`src/rtl/multi_channel_counter.sv`:
```
// Bank of independent up/down counters with per-channel load, global clear,
// wrap or saturate overflow, terminal-count pulses and a one-entry snapshot readout.
module multi_channel_counter #(
  parameter int WIDTH    = 8,
  parameter int CHANNELS = 4,
  parameter int STEP     = 1,
  parameter int SATURATE = 0,
  localparam int CW      = (CHANNELS > 1) ? $clog2(CHANNELS) : 1
) (
  input  logic                      clk,
  input  logic                      rst_n,
  input  logic                      clear,
  input  logic [CHANNELS-1:0]       en,
  input  logic [CHANNELS-1:0]       dir,
  input  logic [CHANNELS-1:0]       load,
  input  logic [WIDTH-1:0]          load_value,
  output logic [CHANNELS*WIDTH-1:0] count_out,
  output logic [CHANNELS-1:0]       tc_pulse,
  input  logic                      rd_req_valid,
  input  logic [CW-1:0]             rd_req_chan,
  output logic                      rd_req_ready,
  output logic                      rd_valid,
  output logic [WIDTH-1:0]          rd_data,
  input  logic                      rd_ready
);

  localparam logic [WIDTH:0]   STEP_X = (WIDTH+1)'(STEP);
  localparam logic [WIDTH-1:0] MAX_V  = '1;

  logic [WIDTH-1:0]    r_cnt [CHANNELS];
  logic [CHANNELS-1:0] r_tc;
  logic                r_rd_valid;
  logic [WIDTH-1:0]    r_rd_data;

  logic [WIDTH:0]      w_up   [CHANNELS];
  logic [WIDTH:0]      w_dn   [CHANNELS];
  logic [WIDTH-1:0]    w_next [CHANNELS];
  logic [CHANNELS-1:0] w_tc;
  logic [WIDTH-1:0]    w_rd_snap;
  logic                w_rd_accept;

  // The extra MSB of w_up/w_dn is the exact carry/borrow of the step.
  always_comb begin
    w_tc = '0;
    for (int i = 0; i < CHANNELS; i++) begin
      w_up[i]   = {1'b0, r_cnt[i]} + STEP_X;
      w_dn[i]   = {1'b0, r_cnt[i]} - STEP_X;
      w_next[i] = r_cnt[i];
      if (!dir[i]) begin
        if (SATURATE == 0) begin
          w_next[i] = w_up[i][WIDTH-1:0];
          w_tc[i]   = w_up[i][WIDTH];
        end else if (w_up[i][WIDTH] || (w_up[i][WIDTH-1:0] == MAX_V)) begin
          w_next[i] = MAX_V;
          w_tc[i]   = (r_cnt[i] != MAX_V);
        end else begin
          w_next[i] = w_up[i][WIDTH-1:0];
        end
      end else begin
        if (SATURATE == 0) begin
          w_next[i] = w_dn[i][WIDTH-1:0];
          w_tc[i]   = w_dn[i][WIDTH];
        end else if (w_dn[i][WIDTH] || (w_dn[i][WIDTH-1:0] == '0)) begin
          w_next[i] = '0;
          w_tc[i]   = (r_cnt[i] != '0);
        end else begin
          w_next[i] = w_dn[i][WIDTH-1:0];
        end
      end
    end
  end

  always_ff @(posedge clk or negedge rst_n) begin
    if (!rst_n) begin
      for (int i = 0; i < CHANNELS; i++) r_cnt[i] <= '0;
      r_tc <= '0;
    end else begin
      for (int i = 0; i < CHANNELS; i++) begin
        r_tc[i] <= 1'b0;
        if (clear) begin
          r_cnt[i] <= '0;
        end else if (load[i]) begin
          r_cnt[i] <= load_value;
        end else if (en[i]) begin
          r_cnt[i] <= w_next[i];
          r_tc[i]  <= w_tc[i];
        end
      end
    end
  end

  // Unmatched channel numbers fall through to zero.
  always_comb begin
    w_rd_snap = '0;
    for (int i = 0; i < CHANNELS; i++) begin
      if (rd_req_chan == CW'(i)) w_rd_snap = r_cnt[i];
    end
  end

  assign rd_req_ready = !r_rd_valid || rd_ready;
  assign w_rd_accept  = rd_req_valid && rd_req_ready;

  always_ff @(posedge clk or negedge rst_n) begin
    if (!rst_n) begin
      r_rd_valid <= 1'b0;
      r_rd_data  <= '0;
    end else if (w_rd_accept) begin
      r_rd_valid <= 1'b1;
      r_rd_data  <= w_rd_snap;
    end else if (rd_ready) begin
      r_rd_valid <= 1'b0;
    end
  end

  for (genvar g = 0; g < CHANNELS; g++) begin : g_out
    assign count_out[g*WIDTH +: WIDTH] = r_cnt[g];
  end

  assign tc_pulse = r_tc;
  assign rd_valid = r_rd_valid;
  assign rd_data  = r_rd_data;

endmodule

```
`config.mk`:
```
export PLATFORM = sky130hd
export DESIGN_NAME = multi_channel_counter
export DESIGN_NICKNAME = d
export VERILOG_FILES = /design/src/rtl/multi_channel_counter.sv
export SDC_FILE = /design/constraint.sdc
export NUM_CORES = 1
export LEC_CHECK = 0
export CORE_UTILIZATION = 45
export DETAILED_ROUTE_END_ITERATION = 8
export HOLD_SLACK_MARGIN = 0.03
export PLACE_DENSITY_LB_ADDON = 0.2
export SKIP_LAST_GASP = 1
export SYNTH_ARGS = -nofsm -noshare
export SYNTH_HDL_FRONTEND = slang
export SYNTH_SLANG_ARGS = --single-unit
```
`constraint.sdc`:
```
create_clock -name clk -period 3.15 [get_ports clk]
set_input_delay 0.315 -clock clk [delete_from_list [all_inputs] [get_ports clk]]
set_output_delay 0.315 -clock clk [all_outputs]
set_load 0.005 [all_outputs]
```
Word-level counts from Yosys, hierarchy flattened
Cells that the tools add are included.

Register bits after elaboration: 45. Input port bits: 27. Output and inout port bits: 46. Logic and storage cells: 65.

$add $sub $neg: 8. Equality and inequality tests: 3. Multiplexer cells: 38. Reduce and logical (&&, ||, !) cells: 9.

Operator list (count): $mux 8 (20); $add 8x1->9 const B (4); $sub 8x1->9 const B (4); $mux 1 (18); $reduce_bool 3->1 (4); $eq 2x2->1 const B (2); $eq 2x1->1 const B (1); $logic_not 2->1 (1); $reduce_bool 2->1 (1); $logic_and 1x1->1 (1); $logic_not 1->1 (1); $logic_or 1x1->1 (1).

Longest topological paths before layout
Word-level depth: 5. Gate-level depth with buffers: 7. Gate-level depth less buffers: 6.

Worst setup path after synthesis
OpenSTA, ideal clock, no wires.

Kind: flip-flop to flip-flop. From: register r_cnt, in the netlist count_out[29]. To: register r_cnt, in the netlist count_out[31]. Library setup time: 126 ps. Arrival: 1635 ps. Data required time: 3024 ps. Path slack: 1389 ps. Cell stages (with the launch flop): 5. Path buffers: 0. Period minus slack after synthesis: 1761 ps. Cells stage by stage: dfrtp_1 or4_4 o32ai_2 mux2i_1 a311o_1.

Cells in the longest elaborated chain, start to end: 5. Elaborated cells on any way between the ends: 6. Those cells by class: 2 x add/sub; 4 x mux.

RTL lines: start, declared (RTL line 30) `logic [WIDTH-1:0] r_cnt [CHANNELS];`; start signal, assigned by index (RTL line 83) `r_cnt[i] <= load_value;`; start signal, assigned by index (RTL line 85) `r_cnt[i] <= w_next[i];`; $add 8x1->9 / $sub 8x1->9 (equally long branches) (RTL line 46, 47); $mux 8 * (RTL line 49) `if (!dir[i]) begin`; $mux 8 * (RTL line 84) `end else if (en[i]) begin`; $mux 8 * (RTL line 82) `end else if (load[i]) begin`; $mux 8 * (RTL line 80) `if (clear) begin`.

Every way passes the cells marked *; elsewhere a longest branch is shown, timed or not. The select of a mux whose other input is x is not followed. A chain may end at the register's enable or synchronous reset.

Worst setup path in the final report
From: input port dir[3]. To: register r_cnt, in the netlist count_out[31].

Cells in the longest elaborated chain, start to end: 4.

RTL lines: start, declared (RTL line 14) `input logic [CHANNELS-1:0] dir,`; $mux 8 (RTL line 49); $mux 8 (RTL line 84); $mux 8 (RTL line 82); $mux 8 (RTL line 80).

No other way between the ends. The select of a mux whose other input is x is not followed.

==> results.md <==
- Status: finished clean
- Global-route wire length before repair: 13.6 mm
- Final hold violation count: 0
- Pwr dens: 387 nW/µm²
- CTS tree: built
- DR vias/cell: 5.72
- Register area share after synthesis: 35.7%
- Die X-Extent: 85.7 µm
- Cells after Synth: 327
- Synth Register Bits: 45
- Area grow syn2layout: 25.5%
- Mapped Nets: 362
- Global Route Usage Sum: 24.2%
- TritonCTS buffer count: 5
- Layout Cells excl Fill: 482
- Async SR Flop Fraction: 100%
- Post-synth EDFFs: 0
- Setup Skew: 0.00670 ns
- Global route overflow: 0
- Area contributors post-synth: dfrtp_1 (36%), mux4_2 (5.0%), mux2_2 (4.6%), xor2_1 (4.2%), nor2_1 (3.5%)
- Post-CTS sizing: 0
- Cts hold-fix bufs: 0
- Vias in the first global route: 2,582
- Fillcell total: 625
- DR pass1 iterations: 4
- Fin crit share: 61.4%
- Worst vdd ir: 0.162 mV
- Critical path peak fanout: 13
- Setup_tns: 0 ns
- Setup crit start kind: input port
- R2R depth: 6
- Required @ worst endpoint: 3.33 ns
- Post-CTS Setup Inserts: 0
- Cell variety after synth: 47
- Power consumption: 1.53 mW
- FMAX: 517 MHz
- Clock Path Buffers: 2
- Clock Tree Root: clkbuf_8
- Largest net degree at the start of global routing: 46
- Max-cap violations: 0
- Syn_area_per_cell: 9.64 µm²
- Initial Util: 46.4%
- Share of the synthesized area in the top cell type: 35.7%
- Worst-path clk slew: 0.08 ns
- Antenna violations before repair: 0
- H-Tree Depth: 2
- Slew headroom: 33.2%
- Mapped Area: 3150 µm²
- Slew @ Worst Pin: 1.00 ns
- Fin nets: 420
- Share of layout cells above drive strength 1: 9.59%
- Endpoints failing setup: 0
- Worst EP arrival: 2.12 ns
- DRC: 0
- I/O Buffers: 72
- Leak: 1.56 nW
- Num ports: 73
- Sinks on the clock net: 45
- RSZ-0062 raised after global routing: false
- Count leader, synth: dfrtp_1
- Placer Congestion: 0.830
- Routed WL: 8.22 mm
- Via count: 2,757
- Slew Limit Fails: 0
- Iteration-0 DRC Markers: 194
- Wirelength per Cell: 17.1 µm
- Kind of critical path: in2reg
- Worst-Skew Late Latency: 0.30 ns
- Main synth FF type: dfrtp_1
- FP Rows: 30
- Die area: 7350 µm²
- Top post-synthesis cells by count: dfrtp_1 (45), nor2_1 (29), a21oi_1 (21)
- Crit end category: register
- Placeable Area: 6790 µm²
- Min-Delay Path Class: in2async
- Post-route ant nets: 0
- Die height: 85.7 µm
- Post-synth top area cell: dfrtp_1
- Ant diodes: 0
- Crit. Startpoint: dir[3]
- Reg2Reg Launch Point: count_out[16]$_DFFE_PN0P_
- DP HPWL: 5.83 mm
- Final min period: 1.93 ns
- Placed Cells: 474
- Synth warnings: 0
==> final timing paths <==
kind,to,slack [ns]
worst min-delay path,count_out[4]$_DFFE_PN0P_,0.18
max in group asynchronous,count_out[5]$_DFFE_PN0P_,2.35
worst min register to register,rd_data[7]$_DFFE_PN0P_,0.51
worst max-delay path,count_out[31]$_DFFE_PN0P_,1.22
worst max register to register,count_out[20]$_DFFE_PN0P_,1.25
min in group clk,rd_data[7]$_DFFE_PN0P_,0.51
==> per-stage QoR <==
| stage | hold slack, ns | utilization [%] | area, µm² | worst slack (ns) |
|---|---|---|---|---|
| floorplan | 0.0194 | - | 3150 | 1.39 |
| global placement | 0.487 | 56.8 | 3860 | 0.967 |
| detailed placement | 0.494 | 56.8 | 3860 | 0.927 |
| CTS | 0.225 | 58.3 | 3960 | 1.24 |
| global route | 0.267 | 58.3 | 3960 | 1.10 |
| finish | 0.177 | 58.3 | 3960 | 1.22 |
==> metal layers <==
metal | global-route usage, % | wire length, µm | share of wire (%) | up-vias
li1 | - | - | - | 1323
met1 | 34.3 | 3740 | 46 | 1336
met2 | 39.2 | 3870 | 47 | 91
met3 | 2.98 | 544 | 6.6 | 7
met4 | 6.67 | 65 | 0.79 | 0
met5 | 0 | 0 | 0 | -
==> registers in the layout (all words and copies together) (netlist names) <==
signal     flops
count_out     32
tc_pulse       4
rd_data        8
rd_valid       1
==> critical path, cell delays in order <==
cell and delay [ns]:
clkdlybuf4s50_1 0.71, or3b_4 0.44, o32ai_2 0.23, mux2i_1 0.10
a311o_1 0.32
==> layout by cell type (no fill, tap or decap), drive strengths merged, types with 7 or more instances in the layout <==
cell | Yosys | routed
a211oi | 13 | 13
a21oi | 21 | 21
clkbuf | 21 | 7
clkdlybuf4s50 | 0 | 71
dfrtp | 45 | 45
ha | 8 | 8
inv | 13 | 13
mux2 | 13 | 13
mux4 | 8 | 8
nand2 | 20 | 20
nand3 | 8 | 8
nand3b | 9 | 9
nor2 | 29 | 29
nor4b | 7 | 7
o21ai | 15 | 15
xnor2 | 12 | 12
xor2 | 15 | 15
==> logic make-up (layout without fill, tap and decap cells) <==
kind of cell | count (synthesis) | after routing | synth area share, %
AO/OA/AOI/OAI | 69 | 69 | 13.7
XOR/XNOR | 27 | 27 | 7.50
adder cells (fa/ha/maj) | 8 | 8 | 3.17
buffers and inverters | 36 | 95 | 6.11
flip-flops | 45 | 45 | 35.7
multiplexers | 23 | 23 | 11.1
AND/OR/NAND/NOR | 119 | 119 | 22.7
==> layout make-up <==
| class | instances | area, µm² | area share (%) |
|---|---|---|---|
| flip-flops and latches | 45 | 1130 | 28.5 |
| clock buffers | 7 | 96.3 | 2.43 |
| multi-input cells | 246 | 1830 | 46.3 |
| repair buffers | 73 | 723 | 18.3 |
| inverters | 14 | 52.6 | 1.33 |
| well taps | 96 | 120 | 3.04 |
| clock inverters | 1 | 5.00 | 0.126 |
==> power by group <==
group          switching, mW  leakage [nW]  internal [mW]  total [mW]
Clock                  0.193        0.0542          0.198       0.391
Combinational          0.173         0.917          0.247       0.420
Sequential            0.0903         0.586          0.629       0.719
Total                  0.457          1.56           1.07        1.53
No activity file was read; power rests on OpenSTA's default activity.
